`src/rtl/sram_master_pkg.sv`:
```
`default_nettype none
// ============================================================================
// Module  : sram_master_pkg
// Purpose : Shared encodings and helpers for the byte-lane SRAM initiator.
//           The strobe and load-extend functions are also used by the
//           pipeline's store-to-load forwarding logic, so they stay pure
//           and self-contained.
// Contents: SIZE_* access-size encodings, FSM state encoding,
//           strobe_gen / lane_replicate / load_extend / req_is_bad.
// Revision: 1.0 - initial release
// ============================================================================
package sram_master_pkg;

  // Access size encoding as seen on req_size
  localparam logic [1:0] SIZE_B = 2'b00;
  localparam logic [1:0] SIZE_H = 2'b01;
  localparam logic [1:0] SIZE_W = 2'b10;

  // FSM state encoding
  typedef logic [1:0] state_t;
  localparam state_t ST_IDLE   = 2'd0;
  localparam state_t ST_ACCESS = 2'd1;
  localparam state_t ST_RESP   = 2'd2;

  // Byte write strobes for an access of the given size at byte offset a
  function automatic logic [3:0] strobe_gen(input logic [1:0] size,
                                            input logic [1:0] a);
    logic [3:0] s;
    case (size)
      SIZE_B:  s = 4'b0001 << a;
      SIZE_H:  s = 4'b0011 << a;
      SIZE_W:  s = 4'b1111;
      default: s = 4'b0000;
    endcase
    return s;
  endfunction

  // Replicate right-aligned store data onto every lane it could land on
  function automatic logic [31:0] lane_replicate(input logic [1:0]  size,
                                                 input logic [31:0] wdata);
    logic [31:0] r;
    case (size)
      SIZE_B:  r = {4{wdata[7:0]}};
      SIZE_H:  r = {2{wdata[15:0]}};
      SIZE_W:  r = wdata;
      default: r = 32'h0;
    endcase
    return r;
  endfunction

  // Shift the addressed lane down to bit 0 and sign/zero extend it
  function automatic logic [31:0] load_extend(input logic [1:0]  size,
                                              input logic        uns,
                                              input logic [1:0]  a,
                                              input logic [31:0] data);
    logic [31:0] lane;
    logic [31:0] r;
    lane = data >> {a, 3'b000};
    case (size)
      SIZE_B:  r = {{24{lane[7] & ~uns}}, lane[7:0]};
      SIZE_H:  r = {{16{lane[15] & ~uns}}, lane[15:0]};
      SIZE_W:  r = data;
      default: r = 32'h0;
    endcase
    return r;
  endfunction

  // Illegal size, or natural alignment violated
  function automatic logic req_is_bad(input logic [1:0] size,
                                      input logic [1:0] a);
    return (size == 2'b11) ||
           ((size == SIZE_H) && a[0]) ||
           ((size == SIZE_W) && (a != 2'b00));
  endfunction

endpackage
`default_nettype wire

```
`src/rtl/sram_lane_align.sv`:
```
`default_nettype none
// ============================================================================
// Module  : sram_lane_align
// Purpose : Purely combinational byte-lane datapath for sram_master.
// Ports   : chk_size/chk_addr_lo   - incoming request, checked for legality
//           acc_size/acc_addr_lo   - latched access being performed
//           acc_unsigned           - zero-extend loads
//           acc_wdata              - latched right-aligned store data
//           mem_rdata              - raw SRAM read word
//           strobe                 - byte strobes for the latched access
//           wdata_rep              - store data replicated across lanes
//           rdata_ext              - aligned, extended load data
//           req_bad                - incoming request misaligned/illegal
// Revision: 1.0 - initial release
// ============================================================================
module sram_lane_align
  import sram_master_pkg::*;
(
  input  logic [1:0]  chk_size,
  input  logic [1:0]  chk_addr_lo,
  input  logic [1:0]  acc_size,
  input  logic [1:0]  acc_addr_lo,
  input  logic        acc_unsigned,
  input  logic [31:0] acc_wdata,
  input  logic [31:0] mem_rdata,
  output logic [3:0]  strobe,
  output logic [31:0] wdata_rep,
  output logic [31:0] rdata_ext,
  output logic        req_bad
);

  assign strobe    = strobe_gen(acc_size, acc_addr_lo);
  assign wdata_rep = lane_replicate(acc_size, acc_wdata);
  assign rdata_ext = load_extend(acc_size, acc_unsigned, acc_addr_lo, mem_rdata);
  assign req_bad   = req_is_bad(chk_size, chk_addr_lo);

endmodule
`default_nettype wire

```
`src/rtl/sram_master.sv`:
```
`default_nettype none
// ============================================================================
// Module  : sram_master
// Purpose : Single-outstanding load/store initiator for a byte-lane SRAM.
//           Accepts byte/half/word requests on a valid/ready handshake,
//           performs one word access (optionally stretched by WAIT_CYCLES),
//           and returns extended load data with a one-cycle resp_valid.
// Ports   : clk, rst (async, active-high)
//           req_valid/req_ready/req_we/req_size/req_unsigned/req_addr/
//           req_wdata                           - request channel
//           resp_valid/resp_rdata/resp_err      - response channel
//           mem_addr/mem_read/mem_write/mem_di  - SRAM drive
//           mem_do                              - SRAM read data
// Revision: 1.0 - initial release
// ============================================================================
module sram_master
  import sram_master_pkg::*;
#(
  parameter int WORD_ADDR_BITS = 14,
  parameter int WAIT_CYCLES    = 0
) (
  input  logic                      clk,
  input  logic                      rst,
  input  logic                      req_valid,
  output logic                      req_ready,
  input  logic                      req_we,
  input  logic [1:0]                req_size,
  input  logic                      req_unsigned,
  input  logic [31:0]               req_addr,
  input  logic [31:0]               req_wdata,
  output logic                      resp_valid,
  output logic [31:0]               resp_rdata,
  output logic                      resp_err,
  output logic [WORD_ADDR_BITS-1:0] mem_addr,
  output logic                      mem_read,
  output logic [3:0]                mem_write,
  output logic [31:0]               mem_di,
  input  logic [31:0]               mem_do
);

  // Byte-address bits that actually reach the SRAM; higher bits wrap away
  localparam int ADDR_BITS = WORD_ADDR_BITS + 2;
  localparam logic [3:0] WAIT_INIT = 4'(WAIT_CYCLES);

  state_t                state_q, state_d;
  logic [3:0]            cnt_q, cnt_d;
  logic                  we_q, we_d;
  logic [1:0]            size_q, size_d;
  logic                  uns_q, uns_d;
  logic [ADDR_BITS-1:0]  addr_q, addr_d;
  logic [31:0]           wdata_q, wdata_d;
  logic [31:0]           rdata_q, rdata_d;
  logic                  err_q, err_d;

  logic [3:0]            w_strobe;
  logic [31:0]           w_wdata_rep;
  logic [31:0]           w_rdata_ext;
  logic                  w_req_bad;
  logic                  w_last;

  if (ADDR_BITS < 32) begin : g_unused_addr
    logic unused_addr_hi;
    assign unused_addr_hi = ^req_addr[31:ADDR_BITS];
  end

  sram_lane_align u_align (
    .chk_size     (req_size),
    .chk_addr_lo  (req_addr[1:0]),
    .acc_size     (size_q),
    .acc_addr_lo  (addr_q[1:0]),
    .acc_unsigned (uns_q),
    .acc_wdata    (wdata_q),
    .mem_rdata    (mem_do),
    .strobe       (w_strobe),
    .wdata_rep    (w_wdata_rep),
    .rdata_ext    (w_rdata_ext),
    .req_bad      (w_req_bad)
  );

  // Final ACCESS cycle: the write strobe fires and load data is sampled
  assign w_last = (state_q == ST_ACCESS) && (cnt_q == 4'd0);

  always_comb begin
    state_d = state_q;
    cnt_d   = cnt_q;
    we_d    = we_q;
    size_d  = size_q;
    uns_d   = uns_q;
    addr_d  = addr_q;
    wdata_d = wdata_q;
    rdata_d = rdata_q;
    err_d   = err_q;
    case (state_q)
      ST_IDLE: begin
        if (req_valid) begin
          we_d    = req_we;
          size_d  = req_size;
          uns_d   = req_unsigned;
          addr_d  = req_addr[ADDR_BITS-1:0];
          wdata_d = req_wdata;
          if (w_req_bad) begin
            // Rejected requests skip the SRAM entirely
            state_d = ST_RESP;
            err_d   = 1'b1;
            rdata_d = 32'h0;
          end else begin
            state_d = ST_ACCESS;
            cnt_d   = WAIT_INIT;
          end
        end
      end
      ST_ACCESS: begin
        if (cnt_q == 4'd0) begin
          state_d = ST_RESP;
          err_d   = 1'b0;
          rdata_d = we_q ? 32'h0 : w_rdata_ext;
        end else begin
          cnt_d = cnt_q - 4'd1;
        end
      end
      ST_RESP: state_d = ST_IDLE;
      default: state_d = ST_IDLE;
    endcase
  end

  always_ff @(posedge clk or posedge rst) begin
    if (rst) begin
      state_q <= ST_IDLE;
      cnt_q   <= 4'd0;
      we_q    <= 1'b0;
      size_q  <= 2'b00;
      uns_q   <= 1'b0;
      addr_q  <= '0;
      wdata_q <= 32'h0;
      rdata_q <= 32'h0;
      err_q   <= 1'b0;
    end else begin
      state_q <= state_d;
      cnt_q   <= cnt_d;
      we_q    <= we_d;
      size_q  <= size_d;
      uns_q   <= uns_d;
      addr_q  <= addr_d;
      wdata_q <= wdata_d;
      rdata_q <= rdata_d;
      err_q   <= err_d;
    end
  end

  assign req_ready  = (state_q == ST_IDLE);
  assign resp_valid = (state_q == ST_RESP);
  assign resp_rdata = rdata_q;
  assign resp_err   = err_q;

  // SRAM drive comes only from flops, so an async reset drops it at once and
  // write data is stable across the commit negedge
  assign mem_addr  = (state_q == ST_ACCESS) ? addr_q[ADDR_BITS-1:2] : '0;
  assign mem_read  = (state_q == ST_ACCESS) && !we_q;
  assign mem_write = (w_last && we_q) ? w_strobe : 4'b0000;
  assign mem_di    = (mem_write != 4'b0000) ? w_wdata_rep : 32'h0;

endmodule
`default_nettype wire
```
`config.mk`:
```
export PLATFORM = sky130hd
export DESIGN_NAME = sram_master
export DESIGN_NICKNAME = d
export VERILOG_FILES = /design/src/rtl/sram_master_pkg.sv /design/src/rtl/sram_lane_align.sv /design/src/rtl/sram_master.sv
export SDC_FILE = /design/constraint.sdc
export NUM_CORES = 1
export LEC_CHECK = 0
export BUFFER_PORTS_ARGS = -buffer_cell sky130_fd_sc_hd__buf_2
export CAP_MARGIN = 25
export CORE_MARGIN = 5
export CORE_UTILIZATION = 40
export CTS_CLUSTER_DIAMETER = 80
export DETAILED_ROUTE_END_ITERATION = 8
export HOLD_SLACK_MARGIN = 0.02
export PLACE_DENSITY = 0.77
export SYNTH_ARGS = -nofsm -noshare
export SYNTH_HDL_FRONTEND = slang
export SYNTH_SLANG_ARGS = --single-unit
```
`constraint.sdc`:
```
create_clock -name clk -period 3.3 [get_ports clk]
set_input_delay 0.495 -clock clk [delete_from_list [all_inputs] [get_ports clk]]
set_output_delay 0.495 -clock clk [all_outputs]
set_load 0.01 [all_outputs]
```
# Word-level counts from Yosys, hierarchy flattened
# Index checks and enable logic that the tools add are counted.
dict set report word_totals {
  input_bits 103
  out_inout_bits 86
  ff_bits 91
  wordCells 69
}
dict set report classes {
  n_reduce_logical 18
  shift 3
  n_eq_ne 12
  addsub 1
  bitwise 3
  muxes 23
}
# operator count
set op_table {}
lappend op_table {{$pmux 32 s3} 2}
lappend op_table {{$mux 32} 5}
lappend op_table {{$pmux 32 s2} 1}
lappend op_table {{$shr 32x5->16} 1}
lappend op_table {{$mux 4} 4}
lappend op_table {{$mux 14} 1}
lappend op_table {{$pmux 4 s3} 1}
lappend op_table {{$eq 2x2->1 const B} 4}
lappend op_table {{$pmux 4 s2} 1}
lappend op_table {{$reduce_and 4->1} 2}
lappend op_table {{$eq 2x1->1 const B} 3}
lappend op_table {{$mux 2} 3}
lappend op_table {{$ne 2x2->1 const B} 3}
lappend op_table {{$logic_and 1x1->1} 5}
lappend op_table {{$logic_not 2->1} 2}
lappend op_table {{$logic_not 4->1} 1}
lappend op_table {{$ne 2x1->1 const B} 2}
lappend op_table {{$pmux 2 s2} 1}
lappend op_table {{$reduce_and 2->1} 2}
lappend op_table {{$reduce_bool 2->1} 2}
lappend op_table {{$reduce_bool 4->1} 1}
lappend op_table {{$shl 1x2->4 const A} 1}
lappend op_table {{$shl 2x2->4 const A} 1}
lappend op_table {{$sub 4x1->4 const B} 1}
lappend op_table {{other kinds (6)} 10}

# Depth between registers and ports, before layout
dict set report logic_depth {
  depth_word 7
  ltp_mapped 8
  ltp_nobuf 6
}

# By module
# A second synthesis with hierarchy kept.
dict set report hier_totals {
  hier_cells 554
  area_unflattened_um2 5572.8
}
# module seq_area_each_um2 n_inst cells_each area_each_um2
set by_module_without_submodules {}
lappend by_module_without_submodules {sram_master 2277.2 1 347 4296.6}
lappend by_module_without_submodules {sram_lane_align 0.0 1 207 1276.2}

# Least setup slack after synthesis
# OpenSTA, ideal clock, no wires.
dict set report synth_timing {
  path_kind {register to output}
  start {reg cnt_q[0]}
  end {out mem_di[14]}
  stages_incl_launch_ff 9
  n_path_buf 2
  path_slack_ns 0.834
  t_required_ns 2.805
  t_arrival_ns 1.971
  cell_sequence {dfrtp_1 inv_1 ha_1 or3b_1 buf_6 nor2_1 nand3_1 clkbuf_1 a21oi_1}
}
dict set report synth_between {
  elab_chain_len 6
}
# item line_no
set synth_lines {}
lappend synth_lines {{start: declaration} sram_master.sv:46} ;# logic [3:0] cnt_q, cnt_d;
lappend synth_lines {{start signal: assignment} sram_master.sv:139} ;# cnt_q <= cnt_d;
lappend synth_lines {{$logic_not 4->1} sram_master.sv:81} ;# assign w_last = (state_q == ST_ACCESS) && (cnt_q == 4'd0);
lappend synth_lines {{$logic_and 1x1->1} sram_master.sv:81}
lappend synth_lines {{$logic_and 1x1->1} sram_master.sv:159} ;# assign mem_write = (w_last && we_q) ? w_strobe : 4'b0000;
lappend synth_lines {{$mux 4} sram_master.sv:159}
lappend synth_lines {{$reduce_bool 4->1} sram_master.sv:160} ;# assign mem_di = (mem_write != 4'b0000) ? w_wdata_rep : 32'h0;
lappend synth_lines {{$mux 32} sram_master.sv:160}
lappend synth_lines {{end: declaration} sram_master.sv:37} ;# output logic [31:0] mem_di,
# Every way passes these cells.

# Worst setup path after layout
dict set report layout_timing {
  start {reg cnt_q[0]}
  end {out mem_write[1]}
}
dict set report layout_between {
  elab_chain_len 4
}
# item line_no
set layout_lines {}
lappend layout_lines {{$logic_not 4->1} sram_master.sv:81}
lappend layout_lines {{$logic_and 1x1->1} sram_master.sv:81}
lappend layout_lines {{$logic_and 1x1->1} sram_master.sv:159}
lappend layout_lines {{$mux 4} sram_master.sv:159}
lappend layout_lines {{end: declaration} sram_master.sv:36} ;# output logic [3:0] mem_write,
# Every way passes these cells.

==> flow_metrics.py <==
metrics = {
    "run_status": {
        "status": "complete, no violations",
    },
    "synthesis": {
        "syn_nets": 548,
        "synth_fa_ha_area_share_pct": 0.264,
        "ys_types": 44,
        "synth-compound-area-share_pct": 15.0,
        "ys.flop_type": "dfrtp_1",
        "synthTopCellsByArea": "dfrtp_1 48%, mux2_2 17%, a22oi_1 5.2%",
        "yosys.area.top_type_share_pct": 48.1,
        "async_flop_share_pct": 100,
        "synth_top_family_by_area": "multiplexers",
        "netlist_instances": 444,
        "synth_edf_count": 0,
        "syn_avg_cell_area_um2": 10.7,
        "synth_seq_cells": 91,
        "syn_area_um2": 4740,
        "yosys_warnings": 0,
        "ys_seq_area_share_pct": 48.1,
        "yosys.area.top_type": "dfrtp_1",
        "synth_commonest_cells": "91 x dfrtp_1, 70 x mux2_2, 53 x nand2_1",
        "synth_mux_area_share_pct": 17.8,
        "synth_xor_area_share_pct": 0.185,
        "synth-simple-area-share_pct": 14.6,
        "synth.most_common_cell": "dfrtp_1",
    },
    "place": {
        "io_buffers": 172,
        "gp_congestion": 0.841,
        "place_area_um2": 5710,
        "dpl.hpwl_um": 10300,
    },
    "hold_path": {
        "hold_class": "in2async",
    },
    "detailed_routing": {
        "drtIter0Drc": 316,
        "route.vias.total": 4127,
        "antenna_left": 0,
        "first_pass_iters": 4,
        "drcViolationCount": 0,
        "avgViaCountPerCell": 5.50,
        "wl_per_cell_um": 18.4,
        "wl_um": 13800,
    },
    "pwr": {
        "p_comb_share_pct": 42.5,
        "total_leakage_power_nw": 3.07,
        "p_sw_mw": 2.09,
        "vdd_ir_drop_max_v": 0.000414,
        "p_int_mw": 3.39,
        "powerDensity_nw_per_um2": 908,
        "pwr-share-clk_pct": 19.0,
        "power_frac_seq_pct": 38.5,
        "sw_frac_of_total_pct": 38.1,
        "finalPower_mw": 5.47,
    },
    "sta": {
        "setup_violations": 0,
        "fin_crit_ns": 3.09,
        "finalCritPeriodShare_pct": 93.7,
        "rsz0062_at_grt": "false",
        "worstMarginPinSlew_ns": 0.902,
        "final_hold_viol_count": 0,
        "slew_viol_final": 0,
        "totalNegativeSetupSlack_ns": 0,
        "max_freq_mhz": 323,
        "slew_headroom_pct": 39.6,
        "fin_worst_skew_ns": 0.00472,
    },
    "final_layout": {
        "multi_input_area_um2": 2280,
        "post_route_cells_drive_above_1_share_pct": 45.1,
        "seqCellArea_um2": 2280,
        "diodes": 0,
        "num-nets-final": 707,
        "area_delta_synth_final_pct": 27.3,
        "utilization_pct": 52.3,
        "n_fill_cell": 1066,
        "final_area_um2": 6030,
    },
    "critical_path": {
        "crit_arrival_ns": 2.60,
        "crit_type": "reg2out",
        "cp_max_fo": 26,
        "worstPathRequired_ns": 2.80,
        "rr_worst_depth": 6,
        "start_kind": "flip-flop",
        "end_kind": "primary output",
    },
    "global_routing": {
        "antenna_found_initial": 2,
        "grt_max_degree": 57,
        "grt_pass1_vias": 4360,
        "grt_usage_pct": 20.1,
        "overflow": 0,
        "grt_pass1_wl_um": 22900,
    },
    "floorplanning": {
        "core_um2": 11500,
        "die_area_um2": 14100,
        "die_h_um": 119,
        "initial_core_util_pct": 41.1,
        "ios": 189,
        "rows": 39,
        "dieWidth_um": 119,
    },
    "cts": {
        "root_buffer": "clkbuf_16",
        "cts_tree": "built",
        "cts.sinks": 91,
        "cts_buffer_depth": 2,
        "htreeDepth": 3,
        "clk_pin_slew_ns": 0.06,
        "cts_setup_buffers": 0,
        "clk_latency_ns": 0.34,
        "cts_inserted_buffers": 9,
    },
    "run": {
        "drv_cap": 0,
    },
}
-- sequential cells by signal, summed over array words and instances (netlist names) --
signal      flops
resp_err        1
uns_q           1
we_q            1
state_q         2
cnt_q           4
resp_rdata     32
size_q          2
addr_q         16
wdata_q        32
-- routing by layer --
| layer | vias up | wire length, um | share of wire (%) | track usage, % |
|---|---|---|---|---|
| met4 | 4 | 218 | 1.6 | 7.24 |
| met3 | 20 | 1100 | 7.9 | 5.55 |
| met2 | 173 | 6670 | 48 | 32.8 |
| met1 | 2006 | 5810 | 42 | 25.8 |
| li1 | 1924 | - | - | - |
| met5 | - | 24 | 0.17 | 0 |
-- per-stage QoR --
step	setup slack, ns	instances	hold WS [ns]
6_report	0.208	750	0.130
5_1_grt	0.0178	750	0.149
4_1_cts	0.128	749	0.363
3_5_place_dp	0.521	734	0.480
3_3_place_gp	0.580	734	0.469
2_1_floorplan	0.441	444	0.464
-- final cells by class --
type                       instances  area share, %
multi-input combinational        310           37.9
sequential                        91           37.8
timing repair buffer             181           15.8
clock buffer                      13           4.32
tap                              143           2.97
inverter                          10          0.644
clock inverter                     2          0.581
-- kinds of logic (layout without fill, tap and decap cells) --
kind of cell | after synthesis | in the layout
and+or+nand+nor | 132 | 132
AOI/OAI and AO/OA | 102 | 102
DFF | 91 | 91
muxes | 74 | 74
buffers and inverters | 43 | 206
adders and majority gates | 1 | 1
xor gates and xnor gates | 1 | 1
-- worst max-delay path, cell delays in order (launching register included) --
cell and delay, ns:
dfrtp_1 0.40, inv_1 0.07, ha_1 0.20, or3b_1 0.55
nor2_2 0.23, nand3_1 0.16, buf_4 0.27, a21oi_1 0.19
buf_2 0.17
-- cell usage in the layout, fill, tap and decap left out, drive strengths merged, types with 2 or more instances in the layout --
| master | count |
|---|---|
| o21ai | 8 |
| mux2i | 3 |
| nand3 | 2 |
| a221o | 7 |
| nor4 | 7 |
| nor2 | 19 |
| mux2 | 70 |
| a211o | 8 |
| clkinv | 3 |
| a21oi | 32 |
| and2 | 22 |
| clkbuf | 13 |
| inv | 8 |
| nor3b | 2 |
| nand2b | 2 |
| or3 | 2 |
| nand2 | 53 |
| nor4b | 2 |
| nor2b | 14 |
| a221oi | 6 |
| nor3 | 3 |
| a22oi | 33 |
| dfrtp | 91 |
| buf | 181 |
-- worst paths after layout --
path	from	end	slack (ns)
worst max-delay path	cnt_q[0]$_DFFE_PP0P_	mem_write[1]	0.21
worst min-delay path	rst	addr_q[11]$_DFFE_PP0P_	0.13
worst max register to register	cnt_q[0]$_DFFE_PP0P_	resp_rdata[31]$_DFFE_PP0P_	0.80
worst min register to register	resp_rdata[14]$_DFFE_PP0P_	resp_rdata[14]$_DFFE_PP0P_	0.49
max in group asynchronous	rst	resp_rdata[12]$_DFFE_PP0P_	2.65
min in group clk	req_addr[1]	addr_q[1]$_DFFE_PP0P_	0.37
-- power by group through the flow --
stage,registers (mW),clock network [mW],logic (mW)
2_1_floorplan,1.99,0,1.69
3_3_place_gp,2.08,0,2.26
3_5_place_dp,2.12,0,2.34
4_1_cts,2.11,1.07,2.35
5_1_grt,2.19,1.12,2.57
6_report,2.11,1.04,2.33
-- repair_timing --
action,in CTS,in global routing
hold buffers,0,0
endpoints found under the setup margin,0,14
resized for setup,0,1
hold endpoints to repair,0,0
No activity file was read; power rests on OpenSTA's default activity.
